--- src/rtl/cpu_run_ctrl.sv ---
// Run/step/halt controller producing a one-cycle CPU clock enable.
// Also rotates the display source select and counts retired enables.
module cpu_run_ctrl #(
  parameter int DEBOUNCE_CYCLES = 1_000_000,
  parameter int RUN_DIV         = 99_999
) (
  input  logic        clk,
  input  logic        rst,
  input  logic        run_sw,
  input  logic        step_btn,
  input  logic        disp_btn,
  input  logic        halt_req,
  output logic        cpu_en,
  output logic [1:0]  state,
  output logic [31:0] step_count,
  output logic [1:0]  disp_sel
);

  localparam int DW = $clog2(DEBOUNCE_CYCLES + 1);
  localparam int RW = $clog2(RUN_DIV + 1);

  localparam logic [DW-1:0] DB_LAST = DW'(DEBOUNCE_CYCLES - 1);
  localparam logic [RW-1:0] DIV_TOP = RW'(RUN_DIV);

  typedef enum logic [1:0] {
    IDLE   = 2'd0,
    RUN    = 2'd1,
    STEP   = 2'd2,
    HALTED = 2'd3
  } state_t;

  logic [2:0] raw;
  logic [2:0] meta;
  logic [2:0] sync;
  logic [2:0] level;
  logic [2:0] level_d;
  logic [2:0] rise;

  assign raw = {disp_btn, step_btn, run_sw};

  always_ff @(posedge clk or posedge rst) begin
    if (rst) begin
      meta    <= '0;
      sync    <= '0;
      level_d <= '0;
    end else begin
      meta    <= raw;
      sync    <= meta;
      level_d <= level;
    end
  end

  for (genvar i = 0; i < 3; i++) begin : g_db
    logic [DW-1:0] cnt;

    always_ff @(posedge clk or posedge rst) begin
      if (rst) begin
        cnt      <= '0;
        level[i] <= 1'b0;
      end else if (sync[i] == level[i]) begin
        cnt <= '0;
      end else if (cnt == DB_LAST) begin
        cnt      <= '0;
        level[i] <= sync[i];
      end else begin
        cnt <= cnt + 1'b1;
      end
    end
  end

  assign rise = level & ~level_d;

  state_t        st;
  logic [RW-1:0] div_cnt;

  // Leaving RUN always parks the divider at 0 for the next entry.
  always_ff @(posedge clk or posedge rst) begin
    if (rst) begin
      st      <= IDLE;
      div_cnt <= '0;
    end else begin
      div_cnt <= '0;
      unique case (st)
        IDLE: begin
          if (level[0])
            st <= RUN;
          else if (rise[1])
            st <= STEP;
        end
        STEP: st <= IDLE;
        RUN: begin
          if (halt_req)
            st <= HALTED;
          else if (!level[0])
            st <= IDLE;
          else if (div_cnt != DIV_TOP)
            div_cnt <= div_cnt + 1'b1;
        end
        HALTED: begin
          if (!level[0])
            st <= IDLE;
        end
        default: st <= IDLE;
      endcase
    end
  end

  assign state  = st;
  assign cpu_en = (st == STEP) |
                  ((st == RUN) & (div_cnt == DIV_TOP));

  always_ff @(posedge clk or posedge rst) begin
    if (rst)
      step_count <= '0;
    else if (cpu_en)
      step_count <= step_count + 32'd1;
  end

  always_ff @(posedge clk or posedge rst) begin
    if (rst)
      disp_sel <= '0;
    else if (rise[2])
      disp_sel <= disp_sel + 2'd1;
  end

endmodule
--- config.mk ---
export PLATFORM = sky130hd
export DESIGN_NAME = cpu_run_ctrl
export DESIGN_NICKNAME = d
export VERILOG_FILES = /design/src/rtl/cpu_run_ctrl.sv
export SDC_FILE = /design/constraint.sdc
export NUM_CORES = 1
export LEC_CHECK = 0
export BUFFER_PORTS_ARGS = -buffer_cell sky130_fd_sc_hd__buf_2
export CAP_MARGIN = 0
export CORE_MARGIN = 2
export CORE_UTILIZATION = 56
export CTS_BUF_LIST = sky130_fd_sc_hd__clkbuf_2 sky130_fd_sc_hd__clkbuf_4 sky130_fd_sc_hd__clkbuf_8
export DETAILED_ROUTE_END_ITERATION = 10
export HOLD_SLACK_MARGIN = 0.03
export PLACE_DENSITY = 0.74
export SYNTH_ARGS = -nofsm -noshare
export SYNTH_HDL_FRONTEND = slang
export SYNTH_SLANG_ARGS = --single-unit
--- constraint.sdc ---
create_clock -name clk -period 6.65 [get_ports clk]
set_input_delay 0.665 -clock clk [delete_from_list [all_inputs] [get_ports clk]]
set_output_delay 0.665 -clock clk [all_outputs]
set_load 0.005 [all_outputs]
==> summary.log, run 1 <==
qor: cells_and_area.post_route_cells_drive_above_1_share 0.147
qor: sta.finalHoldViolCount 0
qor: place.dp_hpwl 6.86 mm
qor: setup_path.critical_path_peak_fanout 23
qor: power.seq_power_share 0.481
qor: sta.timing.final.crit_share 0.472
qor: setup_path.cp.arrival 2.47 ns
qor: cts.cts_max_path_buffers 2
qor: cts.cts_root_buffer clkbuf_8
qor: status.run_status finished clean
qor: setup_path.critical_path.slowest_cell dfrtp_1
qor: setup_path.timing.critical_path.max_delay_family buffers and inverters
qor: floorplan.design.portCount 43
qor: power.pwr-share-comb 0.019
qor: synth.synth.top_cells.by_count 124 x dfrtp_1, 94 x nor2_1, 55 x xor2_1
qor: setup_path.start_kind flop
qor: floorplan.initial_utilization 0.581
qor: setup_path.criticalPathCategory flop to output port
qor: sta.skew 0.0101 ns
qor: setup_path.end_kind output port
qor: drt.drt-pass1-iter-count 4
qor: drt.routedWlPerCell 14.2 um
qor: synth.synth.yosys.seq_area_share 0.544
qor: floorplan.design.die.area 11,000 sq um
qor: global_route.pin_count_of_the_biggest_net_entering_global_routing 75
qor: sta.max-slew-margin-rel 0.393
qor: cts.cts_repair_resize_count 0
qor: cts.cts_tree yes
qor: synth.synth-main-ff-cell dfrtp_1
qor: synth.avgSynthCellArea 10.5 sq um
qor: cts.postcts_setup_bufs 0
qor: hold_path.timing.hold.worst.class input pin to asynchronous set/reset pin
qor: cells_and_area.syn2layout_area_growth 14.0%
qor: drt.count_of_nets_left_with_antenna_violations_after_detail_routing 0
qor: global_route.first_pass_grt_wire_length 18.5 mm
qor: cts.num_cts_buffers 17
qor: cts.cts_hold_buf 0
qor: power.ir_drop 0.214 mV
qor: cts.cts.sinks 124
qor: global_route.initial_antenna_violation_count 0
qor: synth.netlist.area_leader.share 0.544
qor: synth.synthMostInstantiatedCell dfrtp_1
qor: synth.register_bit_count_reported_by_yosys 124
qor: setup_path.timing.reg2reg.worst_path_depth 7
qor: sta.fin_setup_tns 0 ns
qor: power.p_int 1.27 mW
qor: sta.post-route-worst-setup-slack 3.51 ns
qor: setup_path.reg2reg_slack 4.37 ns
qor: place.dpl_worst_slack 4.00 ns
qor: cells_and_area.antenna-diode-count 0
qor: flow_run.max-cap-violations 0
qor: sta.clock.fmax 319 MHz
qor: synth.number_of_enable_type_register_cells_in_the_synthesized_netlist 0
qor: setup_path.critical_path.startpoint div_cnt[0]
qor: setup_path.timing.critical_path.required 5.98 ns
qor: cells_and_area.fillers 788
qor: place.placement.io_buffers 42
qor: setup_path.max_stage_delay 0.40 ns
qor: cts.cts_max_level 4
qor: global_route.total_global_routing_track_utilization 0.206
qor: floorplan.fp.dieW 105 um
qor: global_route.via_count_of_the_first_global_routing_pass 3,955
qor: cts.clk_latency 0.43 ns
qor: synth.netlist.top_cell.by_area dfrtp_1
qor: power.pwr_density_cell 244 nW/um^2
qor: sta.timing.final.max_slew_violations 0
qor: floorplan.fp.dieH 105 um
qor: floorplan.floorplan.rows 36
qor: cells_and_area.design.final.nets 605
qor: synth.synth_warnings 0
qor: power.clock_power_share 0.500
qor: synth.synthesis.nets 555
qor: cts.worst_setup_hold_path_clk_slew 0.07 ns
qor: floorplan.core 9820 sq um
qor: synth.netlist-cell-type-count 41
qor: drt.route.detailed.drc 0
qor: global_route.grt-ovfl-total 0
qor: synth.netlist_top_cells_area dfrtp_1 54%, xor2_1 8.4%, xnor2_1 7.7%, nor2_1 6.2%, nand3_1 3.8%
qor: drt.routed_wirelength 10.5 mm
qor: sta.setup_repair_after_global_routing_missed_its_margin no
qor: sta.timing.final.setup_violations 0
qor: sta.timing_worst_slew_pin_value 0.904 ns
qor: drt.vias 3,984
qor: sta.final.min_clock_period 3.14 ns
qor: synth.asyncSetResetFlopFracSynth 1.00
qor: synth.syn_inst 544
qor: power.p_switching 0.322 mW
qor: power.netSwitchingFraction 0.202
qor: setup_path.number_of_buffer_and_inverter_instances_along_the_worst_setup_path 2
qor: drt.drtIter0Drc 169
qor: power.cellLeakagePower 3.02 nW
qor: setup_path.timing.rr.end step_count[26]
qor: drt.vias_per_cell 5.38
qor: synth.netlist_area_pre_place 5710 sq um
qor: place.place_congestion 0.825
qor: setup_path.critical_path.cell_chain ha_1 -> and4_1 -> and4_4 -> a21boi_2 -> inv_1 -> buf_2
qor: setup_path.worst_r2r_startpoint div_cnt[0]
power by group through the flow:
stage / Sequential [mW] / Clock [mW] / Combinational (mW)
final: 0.765 / 0.795 / 0.0309
after global routing: 0.766 / 0.841 / 0.0367
after CTS: 0.765 / 0.807 / 0.0325
after detailed placement: 0.780 / 0 / 0.0324
after global placement: 0.780 / 0 / 0.0315
after floorplan: 0.779 / 0 / 0.0245
layout make-up:
type | instances | area [sq um] | share of cell area
flip-flops and latches | 124 | 3100 | 0.477
well taps | 133 | 166 | 0.0256
clock buffers | 23 | 310 | 0.0477
multi-input cells | 397 | 2490 | 0.382
clock inverters | 9 | 180 | 0.0277
repair buffers | 43 | 218 | 0.0334
inverters | 11 | 43.8 | 0.00673
flip-flops by register name (all words and copies together), names as in the netlist:
signal	count
g_db.cnt	60
level	3
state	2
sync	3
div_cnt	17
level_d	2
meta	3
disp_sel	2
step_count	32
logic make-up (layout without fill, tap and decap cells):
family / after synthesis / count (layout) / synth area share
flip-flops: 124 / 124 / 0.544
AND/OR/NAND/NOR: 278 / 278 / 0.252
multiplexers: 3 / 3 / 0.00570
XOR/XNOR: 105 / 105 / 0.161
adder cells (fa/ha/maj): 5 / 5 / 0.0110
AO/OA/AOI/OAI: 6 / 6 / 0.00657
buffers and inverters: 23 / 86 / 0.0204
how the worst max path moves through the flow:
stage,cells past startpoint,end,slack [ns]
2_1_floorplan,1,disp_sel[0],2.69
3_3_place_gp,6,cpu_en,4.08
3_5_place_dp,6,cpu_en,4.00
4_1_cts,6,cpu_en,3.52
5_1_grt,6,cpu_en,3.38
6_report,6,cpu_en,3.51
metal layers:
metal,GRT usage,part of all wire
met3,0.0593,0.037
met5,0,0
met1,0.278,0.47
met4,0.0619,0.010
met2,0.327,0.48
metrics by stage:
stage                     total power, mW  hold slack [ns]  cell area, sq um  instances   util
after detailed placement            0.812            0.340              6020        708  0.613
after CTS                            1.61            0.322              6510        740  0.663
final                                1.59            0.321              6510        740  0.663
after global placement              0.811            0.335              6020        708  0.613
after global routing                 1.64            0.317              6510        740  0.663
after floorplan                     0.803            0.331              5710        544      -
cells in the final DEF (no fill, tap or decap), drive strengths merged:
| cell type | n |
|---|---|
| nand3b | 3 |
| a21oi | 1 |
| and2 | 2 |
| nand2 | 36 |
| ha | 5 |
| or4 | 1 |
| nor4bb | 3 |
| xnor2 | 50 |
| or4b | 1 |
| and4bb | 1 |
| nor2 | 94 |
| a21boi | 1 |
| a31oi | 1 |
| nor3 | 13 |
| clkbuf | 23 |
| clkinvlp | 1 |
| mux2 | 2 |
| xor2 | 55 |
| or2 | 2 |
| dfrtp | 124 |
| mux2i | 1 |
| bufinv | 5 |
| clkinv | 2 |
| buf | 43 |
| nor4 | 9 |
| and3 | 18 |
| nand2b | 4 |
| nand4 | 33 |
| nand3 | 43 |
| and4b | 1 |
| or3 | 1 |
| nor2b | 2 |
| nor3b | 1 |
| inv | 12 |
| nor4b | 3 |
| and4 | 7 |
| o21ai | 3 |
worst reg2reg max path, cell delays in order, from the launching register on:
cell and delay, ns:
dfrtp_1 0.38, ha_1 0.24, and4_1 0.28, and4_4 0.25
a21boi_2 0.11, inv_1 0.52, nand4_1 0.22, xnor2_1 0.18
No activity file was read; power rests on OpenSTA's default activity.
==> inputs of run 2 (changes only) <==
Clock period 6.65 ns to 2.9 ns, I/O delays scaled along.
==> summary.log, run 2 (synthesized netlist as in run 1, its figures left out) <==
qor: status.run_status finished clean
qor: place.numPlacedInstances 711
qor: cells_and_area.post_layout_nonfiller_instances 748
qor: sta.skew 0.00688 ns
qor: drt.routedWlPerCell 13.9 um
qor: power.ir_drop 0.292 mV
qor: floorplan.design.die.area 11,000 sq um
qor: setup_path.timing.rr.end step_count[13]
qor: cts.cts_max_path_buffers 2
qor: setup_path.reg2reg_slack 0.63 ns
qor: cells_and_area.syn2layout_area_growth 15.1%
qor: cells_and_area.post_route_cells_drive_above_1_share 0.153
qor: hold_path.timing.hold.worst.class input pin to asynchronous set/reset pin
qor: cells_and_area.antenna-diode-count 0
qor: place.placement.io_buffers 42
qor: sta.setup_repair_after_global_routing_missed_its_margin no
qor: cts.cts_root_buffer clkbuf_8
qor: sta.timing.final.max_slew_violations 0
qor: global_route.grt-ovfl-total 0
qor: cts.worst_setup_hold_path_clk_slew 0.07 ns
qor: setup_path.worst_r2r_startpoint div_cnt[0]
qor: drt.drt-pass1-iter-count 4
qor: cells_and_area.most-common-layout-cells 124 x dfrtp_1, 94 x nor2_1, 55 x xor2_1
qor: drt.route.detailed.drc 0
qor: sta.max-slew-margin-rel 0.371
qor: cts.num_cts_buffers 17
qor: floorplan.design.portCount 43
qor: setup_path.start_kind flop
qor: global_route.first_pass_grt_wire_length 18.4 mm
qor: sta.clock.fmax 383 MHz
qor: sta.timing_worst_slew_pin_value 0.941 ns
qor: cells_and_area.largestRegisters g_db.cnt (60), step_count (32), div_cnt (17)
qor: cells_and_area.area_of_the_multi_input_gates 2500 sq um
qor: global_route.pin_count_of_the_biggest_net_entering_global_routing 46
qor: sta.final.min_clock_period 2.61 ns
qor: flow_run.max-cap-violations 0
qor: floorplan.fp.dieH 105 um
qor: cells_and_area.regArea 3100 sq um
qor: setup_path.timing.reg2reg.worst_path_depth 7
qor: cts.postcts_setup_bufs 0
qor: setup_path.critical_path.slowest_cell dfrtp_1
qor: sta.finalHoldViolCount 0
qor: setup_path.timing.critical_path.required 2.61 ns
qor: cts.cts_max_level 4
qor: cells_and_area.design.final.nets 613
qor: cts.cts.sinks 124
qor: cts.cts_tree yes
qor: floorplan.core 9820 sq um
qor: sta.fin_setup_tns 0 ns
qor: cells_and_area.largest_reg_flops 60
qor: setup_path.cp.arrival 2.32 ns
qor: cells_and_area.layout_commonest_cell dfrtp_1
qor: place.dp_hpwl 6.98 mm
qor: global_route.via_count_of_the_first_global_routing_pass 3,998
qor: sta.timing.final.crit_share 0.900
qor: floorplan.floorplan.rows 36
qor: setup_path.criticalPathCategory flop to output port
qor: setup_path.critical_path_peak_fanout 12
qor: cells_and_area.fin_util 0.669
qor: cells_and_area.max_flop_register g_db.cnt
qor: sta.fin_hold_ws 0.0622 ns
qor: global_route.initial_antenna_violation_count 0
qor: drt.vias 4,005
qor: cts.clk_latency 0.43 ns
qor: cells_and_area.fillers 781
qor: drt.vias_per_cell 5.35
qor: floorplan.fp.dieW 105 um
qor: sta.timing.final.setup_violations 0
qor: drt.routed_wirelength 10.4 mm
qor: setup_path.max_stage_delay 0.41 ns
qor: drt.count_of_nets_left_with_antenna_violations_after_detail_routing 0
qor: power.pwr_density_cell 534 nW/um^2
qor: setup_path.critical_path.cell_chain ha_1 -> and4_1 -> and4_4 -> a21boi_4 -> clkinvlp_4 -> buf_2
qor: drt.drtIter0Drc 223
qor: global_route.total_global_routing_track_utilization 0.208
qor: power.cellLeakagePower 3.03 nW
qor: place.place_congestion 0.795
qor: floorplan.initial_utilization 0.581
qor: setup_path.end_kind output port
run 2: cell type report:
| type | instances | share of cell area |
|---|---|---|
| Clock buffer | 21 | 0.0430 |
| Tap cell | 133 | 0.0253 |
| Inverter | 11 | 0.00742 |
| Clock inverter | 11 | 0.0249 |
| Timing Repair Buffer | 50 | 0.0464 |
| Sequential cell | 124 | 0.472 |
| Multi-Input combinational cell | 397 | 0.380 |
| Timing Repair inverter | 1 | 0.000761 |
run 2: critical path, delay by kind of cell, from the launching register on:
family	cells	cell delay (ns)
buffers and inverters	2	0.53
and+or+nand+nor	2	0.41
DFF	1	0.41
AOI/OAI and AO/OA	1	0.29
adders and majority gates	1	0.25
run 2: timing repair:
item / 4_1_cts / 5_1_grt
resized for setup: 0 / 2
endpoints found under the setup margin: 0 / 1
hold buffers: 3 / 1
endpoints found under the hold margin: 3 / 1
run 2: metal layers:
layer,vias to the layer above,GRT usage,routed length (um)
li1,1963,-,-
met4,0,0.0771,153
met3,14,0.0630,369
met5,-,0,0
met2,53,0.320,4920
met1,1975,0.279,4990
run 2: worst max-delay path by stage:
stage	startpoint	end	slack, ns	cells past startpoint
3_5_place_dp	div_cnt[0]	cpu_en	0.67	6
6_report	div_cnt[0]	cpu_en	0.29	6
2_1_floorplan	div_cnt[0]	div_cnt[9]	1.01	7
5_1_grt	div_cnt[0]	cpu_en	0.08	6
3_3_place_gp	div_cnt[0]	cpu_en	0.71	6
4_1_cts	div_cnt[0]	cpu_en	0.18	6
run 2: report_power, final:
| part | total, mW | switching, mW | internal [mW] |
|---|---|---|---|
| clock network | 1.67 | 0.659 | 1.01 |
| registers | 1.76 | 0.0124 | 1.74 |
| logic | 0.0815 | 0.0579 | 0.0236 |
| total | 3.51 | 0.730 | 2.78 |
run 2: through the flow:
step,cell area (sq um),power (mW),setup WS (ns)
after floorplan,5710,1.84,1.01
after global placement,6070,1.87,0.712
after detailed placement,6070,1.87,0.671
after CTS,6550,3.55,0.184
after global routing,6570,3.65,0.0839
final,6570,3.51,0.289
==> inputs of run 3 (changes only) <==
--- a/constraint.sdc
+++ b/constraint.sdc
@@ -3,2 +3,2 @@
 set_output_delay 0.29 -clock clk [all_outputs]
-set_load 0.005 [all_outputs]
+set_load 0.1 [all_outputs]
==> summary.log, run 3 (synthesized netlist as in run 1, its figures left out) <==
qor: drt.count_of_nets_left_with_antenna_violations_after_detail_routing 0
qor: power.pwr_density_cell 531 nW/um^2
qor: drt.vias 3,979
qor: floorplan.core 9820 sq um
qor: cts.cts_tree yes
qor: cts.cts.sinks 124
qor: cells_and_area.antenna-diode-count 0
qor: place.placement.io_buffers 42
qor: cells_and_area.post_layout_nonfiller_instances 746
qor: setup_path.end_kind output port
qor: setup_path.critical_path_peak_fanout 7
qor: place.numPlacedInstances 711
qor: power.p_switching 0.739 mW
qor: power.seq_power_share 0.507
qor: cells_and_area.max_flop_register g_db.cnt
qor: drt.route.detailed.drc 0
qor: sta.final.min_clock_period 2.59 ns
qor: place.dp_hpwl 6.87 mm
qor: cts.worst_setup_hold_path_clk_slew 0.07 ns
qor: setup_path.cp.arrival 2.30 ns
qor: sta.timing.final.crit_share 0.893
qor: sta.timing.final.setup_violations 0
qor: drt.vias_per_cell 5.33
qor: cells_and_area.design.final.nets 611
qor: cts.cts_max_level 4
qor: floorplan.fp.dieW 105 um
qor: setup_path.start_kind flop
qor: global_route.pin_count_of_the_biggest_net_entering_global_routing 125
qor: place.place_congestion 0.793
qor: sta.skew 0.00930 ns
qor: floorplan.initial_utilization 0.581
qor: cts.num_cts_buffers 17
qor: sta.max-slew-margin-rel 0.417
qor: place.placement.cell_area 6060 sq um
qor: hold_path.timing.hold.worst.class input pin to asynchronous set/reset pin
qor: global_route.initial_antenna_violation_count 0
qor: cts.cts_root_buffer clkbuf_8
qor: sta.timing.final.max_slew_violations 0
qor: global_route.via_count_of_the_first_global_routing_pass 3,914
qor: cells_and_area.most-common-layout-cells 124 x dfrtp_1, 94 x nor2_1, 55 x xor2_1
qor: sta.clock.fmax 386 MHz
qor: floorplan.floorplan.rows 36
qor: cts.postcts_setup_bufs 0
qor: sta.fin_hold_ws -0.0262 ns
qor: cts.clk_latency 0.43 ns
qor: cells_and_area.largestRegisters g_db.cnt (60), step_count (32), div_cnt (17)
qor: sta.fin_setup_tns 0 ns
qor: cells_and_area.final_design_area_no_fill 6530 sq um
qor: sta.finalHoldViolCount 7
qor: cells_and_area.layout_commonest_cell dfrtp_1
qor: global_route.grt-ovfl-total 0
qor: floorplan.fp.dieH 105 um
qor: sta.setup_repair_after_global_routing_missed_its_margin no
qor: cells_and_area.post_route_cells_drive_above_1_share 0.150
qor: global_route.first_pass_grt_wire_length 18.0 mm
qor: drt.routed_wirelength 10.4 mm
qor: cells_and_area.syn2layout_area_growth 14.3%
qor: drt.drtIter0Drc 144
qor: power.clock_power_share 0.471
qor: drt.drt-pass1-iter-count 4
qor: status.failed_checks hold timing
qor: power.pwr-share-comb 0.022
qor: cts.cts_repair_resize_count 0
qor: flow_run.max-cap-violations 0
qor: power.netSwitchingFraction 0.213
qor: setup_path.critical_path.startpoint div_cnt[0]
qor: power.cellLeakagePower 3.02 nW
qor: power.finalPower 3.46 mW
qor: drt.routedWlPerCell 13.9 um
qor: cells_and_area.largest_reg_flops 60
qor: sta.timing_worst_slew_pin_value 0.869 ns
qor: setup_path.worst_r2r_startpoint div_cnt[0]
qor: floorplan.design.portCount 43
qor: status.run_status finished, violations left
qor: setup_path.criticalPathCategory flop to output port
qor: floorplan.design.die.area 11,000 sq um
qor: power.ir_drop 0.460 mV
qor: setup_path.timing.critical_path.required 2.61 ns
qor: global_route.total_global_routing_track_utilization 0.202
qor: power.p_int 2.73 mW
qor: cts.cts_max_path_buffers 2
-- run 3: final timing paths --
path	end	slack, ns	cells past startpoint
worst max-delay path	cpu_en	0.31	6
worst min-delay path	g_db[2].cnt[3]	-0.03	3
worst max register to register	step_count[5]	0.77	8
worst min register to register	sync[2]	0.35	0
max in group asynchronous	g_db[1].cnt[12]	2.32	3
min in group clk	div_cnt[4]	0.08	2
-- run 3: power by group through the flow --
stage | combinational (mW) | sequential, mW | clock, mW
after floorplan | 0.0564 | 1.79 | 0
after global placement | 0.0745 | 1.79 | 0
after detailed placement | 0.0771 | 1.79 | 0
after CTS | 0.0804 | 1.76 | 1.66
after global routing | 0.0921 | 1.76 | 1.73
final | 0.0766 | 1.76 | 1.63
-- run 3: timing repair --
item                                    4_1_cts  5_1_grt
endpoints found under the hold margin         3        0
endpoints found under the setup margin        0        0
hold buffers                                  3        0
-- run 3: worst max-delay path: stages, from the launching register on --
cell	delay, ns
dfrtp_1	0.41
ha_1	0.26
and4_1	0.25
and4_4	0.16
a21boi_2	0.35
inv_1	0.14
buf_2	0.32
-- run 3: layer usage --
layer  vias up  wire (um)  GRT usage
li1       1958          -          -
met1      1950       4880      0.265
met2        56       5030      0.320
met3        15        338     0.0568
met4         0        126     0.0810
met5         -          0          0
-- run 3: per-stage QoR --
step | setup WS [ns] | util
after floorplan | 0.516 | -
after global routing | 0.173 | 0.665
after global placement | 0.795 | 0.617
after detailed placement | 0.745 | 0.617
after CTS | 0.282 | 0.665
final | 0.311 | 0.665
-- run 3: area by class of cell --
cell class,count,area [sq um]
clock buffer,22,303
clock inverter,10,136
fill,803,3290
inverter,11,45.0
multi-input combinational,397,2490
sequential,124,3100
tap,133,166
timing repair buffer,49,283
